===== config.mk =====
export PLATFORM = sky130hd
export DESIGN_NAME = altera_up_avalon_ext_bus_bridge_posted
export DESIGN_NICKNAME = d
export VERILOG_FILES = /design/src/rtl/altera_up_ext_bus_pkg.sv /design/src/rtl/altera_up_ext_bus_write_fifo.sv /design/src/rtl/altera_up_avalon_ext_bus_bridge_posted.sv
export SDC_FILE = /design/constraint.sdc
export NUM_CORES = 1
export LEC_CHECK = 0
export CORE_MARGIN = 1.5
export CORE_UTILIZATION = 35
export DETAILED_ROUTE_END_ITERATION = 8
export GPL_TIMING_DRIVEN = 0
export PLACE_DENSITY = 0.58
export SLEW_MARGIN = 15
export SYNTH_ARGS = -nofsm -noshare
export SYNTH_HDL_FRONTEND = slang
export SYNTH_HIERARCHICAL = 1
export SYNTH_SLANG_ARGS = --single-unit

===== constraint.sdc =====
create_clock -name clk -period 4.68 [get_ports clk]
set_input_delay 0.702 -clock clk [delete_from_list [all_inputs] [get_ports clk]]
set_output_delay 0.702 -clock clk [all_outputs]
set_load 0.05 [all_outputs]

===== src/rtl/altera_up_ext_bus_pkg.sv =====
// Shared types and helpers for the posted-write Avalon to external bus bridge.
package altera_up_ext_bus_pkg;

  typedef enum logic [1:0] {
    IDLE    = 2'd0,
    WR_BUS  = 2'd1,
    RD_BUS  = 2'd2,
    RD_DONE = 2'd3
  } state_t;

  localparam int EXT_ADDR_BITS = 32;

  // Byte address on the external bus: the word address shifted up by the word byte offset.
  function automatic logic [EXT_ADDR_BITS-1:0] form_address(
    input logic [EXT_ADDR_BITS-1:0] word_addr,
    input int                       addr_low
  );
    return word_addr << addr_low;
  endfunction

endpackage


===== src/rtl/altera_up_ext_bus_write_fifo.sv =====
// Synchronous posted-write FIFO; pointers carry one extra wrap bit so full and
// empty are told apart by the MSB. A push is refused while full, even with a pop.
module altera_up_ext_bus_write_fifo #(
  parameter int WIDTH = 36,
  parameter int DEPTH = 4
) (
  input  logic             clk,
  input  logic             reset,
  input  logic             push_i,
  input  logic             pop_i,
  input  logic [WIDTH-1:0] data_i,
  output logic [WIDTH-1:0] data_o,
  output logic             full_o,
  output logic             empty_o
);

  localparam int PW = $clog2(DEPTH);

  logic [PW:0]      wr_ptr_q, rd_ptr_q;
  logic [WIDTH-1:0] mem_q [DEPTH];
  logic             do_push_s, do_pop_s;

  assign full_o    = (wr_ptr_q[PW] != rd_ptr_q[PW]) && (wr_ptr_q[PW-1:0] == rd_ptr_q[PW-1:0]);
  assign empty_o   = (wr_ptr_q == rd_ptr_q);
  assign do_push_s = push_i & ~full_o;
  assign do_pop_s  = pop_i & ~empty_o;
  assign data_o    = mem_q[rd_ptr_q[PW-1:0]];

  // Pointer update with synchronous reset discarding every queued entry.
  always_ff @(posedge clk) begin
    if (reset) begin
      wr_ptr_q <= '0;
      rd_ptr_q <= '0;
    end else begin
      if (do_push_s) wr_ptr_q <= wr_ptr_q + {{PW{1'b0}}, 1'b1};
      if (do_pop_s)  rd_ptr_q <= rd_ptr_q + {{PW{1'b0}}, 1'b1};
    end
  end

  // Storage array, written only on an accepted push.
  always_ff @(posedge clk) begin
    if (do_push_s) mem_q[wr_ptr_q[PW-1:0]] <= data_i;
  end

endmodule


===== src/rtl/altera_up_avalon_ext_bus_bridge_posted.sv =====
// Avalon-MM slave to enable/acknowledge external bus bridge with posted writes and
// acknowledge timeout. Optional feature macro: EXT_BUS_TIMEOUT_ERROR_EN.
module altera_up_avalon_ext_bus_bridge_posted
  import altera_up_ext_bus_pkg::*;
#(
  parameter int ADDR_BITS      = 18,
  parameter int DATA_BITS      = 16,
  parameter int ADDR_LOW       = 1,
  parameter int BYTE_EN_BITS   = 2,
  parameter int WFIFO_DEPTH    = 4,
  parameter int TIMEOUT_CYCLES = 255
) (
  input  logic                     clk,
  input  logic                     reset,
  input  logic [ADDR_BITS-1:0]     avalon_address,
  input  logic [BYTE_EN_BITS-1:0]  avalon_byteenable,
  input  logic                     avalon_chipselect,
  input  logic                     avalon_read,
  input  logic                     avalon_write,
  input  logic [DATA_BITS-1:0]     avalon_writedata,
  output logic [DATA_BITS-1:0]     avalon_readdata,
  output logic                     avalon_waitrequest,
  input  logic                     acknowledge,
  input  logic [DATA_BITS-1:0]     read_data,
  output logic [EXT_ADDR_BITS-1:0] address,
  output logic                     bus_enable,
  output logic [BYTE_EN_BITS-1:0]  byte_enable,
  output logic                     rw,
  output logic [DATA_BITS-1:0]     write_data
`ifdef EXT_BUS_TIMEOUT_ERROR_EN
  ,
  output logic                     timeout_error
`endif
);

  localparam int ENTRY_BITS = ADDR_BITS + BYTE_EN_BITS + DATA_BITS;

  logic                     read_req_s, write_req_s, push_s, pop_s, full_s, empty_s;
  logic                     last_cycle_s, complete_s;
  logic [ENTRY_BITS-1:0]    push_entry_s, head_entry_s;
  logic [ADDR_BITS-1:0]     head_addr_s;
  logic [BYTE_EN_BITS-1:0]  head_be_s;
  logic [DATA_BITS-1:0]     head_data_s;

  state_t                   state_q, state_d;
  logic [15:0]              cnt_q, cnt_d;
  logic [EXT_ADDR_BITS-1:0] addr_q, addr_d;
  logic [BYTE_EN_BITS-1:0]  be_q, be_d;
  logic [DATA_BITS-1:0]     wdata_q, wdata_d;
  logic [DATA_BITS-1:0]     rdata_q, rdata_d;
  logic                     rw_q, rw_d;
  logic                     ben_q, ben_d;
`ifdef EXT_BUS_TIMEOUT_ERROR_EN
  logic                     terr_q, terr_d;
`endif

  assign read_req_s   = avalon_chipselect & avalon_read;
  assign write_req_s  = avalon_chipselect & avalon_write & ~avalon_read;
  assign push_s       = write_req_s & ~full_s;
  assign push_entry_s = {avalon_address, avalon_byteenable, avalon_writedata};
  assign {head_addr_s, head_be_s, head_data_s} = head_entry_s;

  assign last_cycle_s = (cnt_q == 16'(TIMEOUT_CYCLES - 1));
  assign complete_s   = acknowledge | last_cycle_s;

  altera_up_ext_bus_write_fifo #(
    .WIDTH (ENTRY_BITS),
    .DEPTH (WFIFO_DEPTH)
  ) u_write_fifo (
    .clk     (clk),
    .reset   (reset),
    .push_i  (push_s),
    .pop_i   (pop_s),
    .data_i  (push_entry_s),
    .data_o  (head_entry_s),
    .full_o  (full_s),
    .empty_o (empty_s)
  );

  // Transaction FSM: posted writes drain before any read is issued.
  always_comb begin
    state_d = state_q;
    cnt_d   = cnt_q;
    addr_d  = addr_q;
    be_d    = be_q;
    wdata_d = wdata_q;
    rdata_d = rdata_q;
    rw_d    = rw_q;
    ben_d   = ben_q;
    pop_s   = 1'b0;
`ifdef EXT_BUS_TIMEOUT_ERROR_EN
    terr_d  = terr_q;
`endif
    case (state_q)
      IDLE: begin
        cnt_d = 16'd0;
        if (!empty_s) begin
          pop_s   = 1'b1;
          addr_d  = form_address(EXT_ADDR_BITS'(head_addr_s), ADDR_LOW);
          be_d    = head_be_s;
          wdata_d = head_data_s;
          rw_d    = 1'b0;
          ben_d   = 1'b1;
          state_d = WR_BUS;
        end else if (read_req_s) begin
          addr_d  = form_address(EXT_ADDR_BITS'(avalon_address), ADDR_LOW);
          be_d    = avalon_byteenable;
          rw_d    = 1'b1;
          ben_d   = 1'b1;
          state_d = RD_BUS;
        end else begin
          rw_d  = 1'b1;
          ben_d = 1'b0;
        end
      end
      WR_BUS, RD_BUS: begin
        if (complete_s) begin
          cnt_d   = 16'd0;
          rw_d    = 1'b1;
          ben_d   = 1'b0;
          state_d = (state_q == RD_BUS) ? RD_DONE : IDLE;
          if (state_q == RD_BUS) begin
`ifdef EXT_BUS_TIMEOUT_ERROR_EN
            rdata_d = (acknowledge) ? read_data : {DATA_BITS{1'b1}};
`else
            rdata_d = read_data;
`endif
          end else begin
            rdata_d = rdata_q;
          end
`ifdef EXT_BUS_TIMEOUT_ERROR_EN
          if (!acknowledge) begin
            terr_d = 1'b1;
          end else begin
            terr_d = terr_q;
          end
`endif
        end else begin
          cnt_d = cnt_q + 16'd1;
        end
      end
      RD_DONE: begin
        state_d = IDLE;
      end
      default: begin
        state_d = IDLE;
        ben_d   = 1'b0;
        rw_d    = 1'b1;
      end
    endcase
  end

  // State and bus-output registers with synchronous reset.
  always_ff @(posedge clk) begin
    if (reset) begin
      state_q <= IDLE;
      cnt_q   <= 16'd0;
      addr_q  <= '0;
      be_q    <= '0;
      wdata_q <= '0;
      rdata_q <= '0;
      rw_q    <= 1'b1;
      ben_q   <= 1'b0;
`ifdef EXT_BUS_TIMEOUT_ERROR_EN
      terr_q  <= 1'b0;
`endif
    end else begin
      state_q <= state_d;
      cnt_q   <= cnt_d;
      addr_q  <= addr_d;
      be_q    <= be_d;
      wdata_q <= wdata_d;
      rdata_q <= rdata_d;
      rw_q    <= rw_d;
      ben_q   <= ben_d;
`ifdef EXT_BUS_TIMEOUT_ERROR_EN
      terr_q  <= terr_d;
`endif
    end
  end

  assign avalon_readdata    = rdata_q;
  assign address            = addr_q;
  assign bus_enable         = ben_q;
  assign byte_enable        = be_q;
  assign rw                 = rw_q;
  assign write_data         = wdata_q;
`ifdef EXT_BUS_TIMEOUT_ERROR_EN
  assign timeout_error      = terr_q;
`endif
  assign avalon_waitrequest = avalon_chipselect &
                              (reset | (avalon_write & ~avalon_read & full_s) |
                               (avalon_read & (state_q != RD_DONE)));

endmodule


==> impl_metrics.json <==
{
  "die_y_um": 163.8,
  "area_delta_synth_final_pct": 28.37,
  "detail_route.first_pass.iterations": 4,
  "netlist_instances": 637,
  "placed_cells": 1097,
  "drt_iter0_drc": 329,
  "vias_per_cell": 4.960,
  "grt_pass1_wl_mm": 31.29,
  "track_usage_pct": 15.23,
  "maxSlewHeadroom_pct": 40.40,
  "finalCriticalPeriod_ns": 4.045,
  "pin_count": 127,
  "ir_drop_uv": 275.8,
  "fin_ws_ns": 0.6354,
  "status": "complete, no violations",
  "worst-path-max-fanout": 16,
  "fmax_ghz": 0.2472,
  "async_flop_share_pct": 0,
  "cts-buffers-inserted": 25,
  "final_util_pct": 45.98,
  "cts_hold_buf": 0,
  "hold_viol": 0,
  "cts_setup_buffers": 0,
  "total_power_mw": 6.020,
  "row_count": 58,
  "worst_pin_slew_ns": 0.8939,
  "die_area_um2": 26820,
  "io_buffers": 112,
  "cts_tree": "done",
  "layout.cells.non_filler": 1142,
  "yosysWarnings": 6,
  "yosysTopAreaCellShare_pct": 47.80,
  "netlist_area_um2": 9046,
  "core_um2": 25250,
  "place_congestion": 0.7624,
  "synth_most_common_cell": "edfxtp_1",
  "clock_latency_ns": 0.52,
  "ctsLongestPathBuffers": 3,
  "start_util_pct": 35.82,
  "grt_max_degree": 23,
  "holdCritPathClass": "flop to flop",
  "arrival_ns": 4.43,
  "maxCapViolations": 0,
  "fin_crit_sh_pct": 86.42,
  "synth.area.top_cells": "edfxtp_1 48%, dfxtp_1 18%, mux4_2 9.0%",
  "synth-edff-count": 144,
  "route.detailed.drc": 0,
  "cts-resized-gates": 0,
  "syn_area_per_cell_um2": 14.20,
  "gr-total-overflow": 0,
  "dieWidth_um": 163.8,
  "first_global_vias": 5663,
  "setup_viol": 0,
  "hpwlAfterDp_mm": 13.38,
  "nets": 864,
  "num_antenna_cells": 0,
  "ant_nets": 0,
  "pre_cts_ws_ns": 0.5639,
  "criticalPathCategory": "flop to flop",
  "htreeDepth": 1,
  "synth-seq-area-share_pct": 65.50,
  "wl_per_cell_um": 18.05,
  "drive_above_1_share_pct": 13.55,
  "ys_ff_latch": 224,
  "p_leak_nw": 3.908,
  "grt_setup_unrepaired": "false",
  "worstSetupEndpointType": "flop",
  "crit_path_start_kind": "flop",
  "clkTransAtPathRegs_ns": 0.06,
  "num_vias": 5664,
  "yosysTopAreaCell": "edfxtp_1",
  "antenna_found_initial": 0,
  "synth_cell_types": 59,
  "finalWirelength_mm": 20.62,
  "numClockSinks": 224,
  "root_buffer": "clkbuf_16",
  "slew_violations": 0,
  "ys.flop_type": "edfxtp_1",
  "synthTopCellsByCount": "144 x edfxtp_1, 80 x dfxtp_1, 80 x nand2_1",
  "fill_cells": 2314,
  "required_ns": 5.07,
  "cellPowerDensity_nw_per_um2": 518.4,
  "skew_ns": 0.01355
}
## layout by cell type (no fill, tap or decap), types with 3 or more instances in the layout
cell	count
a211oi_1	21
a21oi_1	31
a31oi_1	5
a41oi_1	3
and2_2	3
buf_1	3
buf_16	3
buf_4	19
bufinv_16	5
clkbuf_1	26
clkbuf_16	25
clkdlybuf4s50_1	112
clkinv_1	6
conb_1	14
dfxtp_1	80
edfxtp_1	144
ha_1	12
inv_1	11
mux2i_1	36
mux4_2	36
nand2_1	80
nand3_1	12
nand4_1	5
nor2_1	31
nor2b_1	3
nor3_1	5
nor3b_1	5
o211ai_1	5
o21ai_0	10
or3_1	5
xnor2_1	5
xor2_1	6
## worst paths after layout
check                                                            from  slack, ns  depth (start not counted)                     endpoint
worst min-delay path                      write_data[10]$_SDFFE_PP0P_       0.45                          2  write_data[10]$_SDFFE_PP0P_
worst min register to register            write_data[10]$_SDFFE_PP0P_       0.45                          2  write_data[10]$_SDFFE_PP0P_
worst max register to register  u_write_fifo/wr_ptr_q[0]$_SDFFE_PP0P_       0.64                         11                         flop
worst max-delay path            u_write_fifo/wr_ptr_q[0]$_SDFFE_PP0P_       0.64                         11                         flop
## stage by stage
stage / TNS [ns] / area, um2 / hold slack, ns
final: 0 / 11610 / 0.4546
after detailed placement: 0 / 10770 / 0.4492
after floorplan: 0 / 9095 / 0.4588
after global placement: -51.98 / 10630 / 0.4431
after global routing: 0 / 11610 / 0.4684
after CTS: 0 / 11610 / 0.4574
## metal layers
metal / share of wire [%] / vias up / global-route usage (%)
li1: - / 2687 / -
met1: 44 / 2762 / 20.09
met2: 47 / 182 / 25.55
met3: 6.9 / 33 / 2.980
met4: 1.9 / 0 / 4.215
met5: 0 / - / 0
## registers in the layout, summed over array words and instances, names as in the netlist, named ones only
name / count
u_write_fifo/wr_ptr_q: 3
state_q: 2
u_write_fifo/rd_ptr_q: 3
address: 18
rw: 1
write_data: 16
avalon_readdata: 16
u_write_fifo/mem_q: 144
bus_enable: 1
byte_enable: 2
cnt_q: 16
## cell families (layout without fill, tap and decap cells)
group           count (synthesis)  after routing  share of synthesized area [%]
mux                            72             72                          12.95
fa+ha+maj                      12             12                          1.660
compound gates                 92             92                          6.570
simple gates                  166            166                          8.714
flops                         224            224                          65.50
xor+xnor                       11             11                          1.065
other cells                     1             14                        0.04145
buf+inv                        59            221                          3.499
## layout make-up
| type | count | area, um2 | area share, % |
|---|---|---|---|
| multi-input combinational | 367 | 2872 | 24.73 |
| timing repair buffer | 117 | 1244 | 10.71 |
| sequential | 224 | 5926 | 51.03 |
| clock inverter | 13 | 190.2 | 1.638 |
| clock buffer | 32 | 651.9 | 5.614 |
| buffer | 46 | 267.8 | 2.306 |
| tap | 330 | 412.9 | 3.556 |
| inverter | 13 | 48.80 | 0.4202 |
## power breakdown
group	switching (mW)	internal, mW	leakage [nW]	total, mW
clock	0.771	1.26	0.401	2.03
combinational	1.03	0.614	1.55	1.65
sequential	0.0963	2.25	1.95	2.35
total	1.90	4.12	3.91	6.02
## worst max-delay path, stage by stage (launching register included)
cell      delay (ns)
dfxtp_1         0.39
xnor2_1         0.63
nand2_1         0.30
nor2_1          0.17
clkbuf_1        0.22
nand2b_1        0.14
clkbuf_1        0.44
clkinv_1        0.50
clkbuf_1        0.51
nor3b_1         0.30
a21oi_1         0.19
o211ai_1        0.12
No activity file was read; power rests on OpenSTA's default activity.
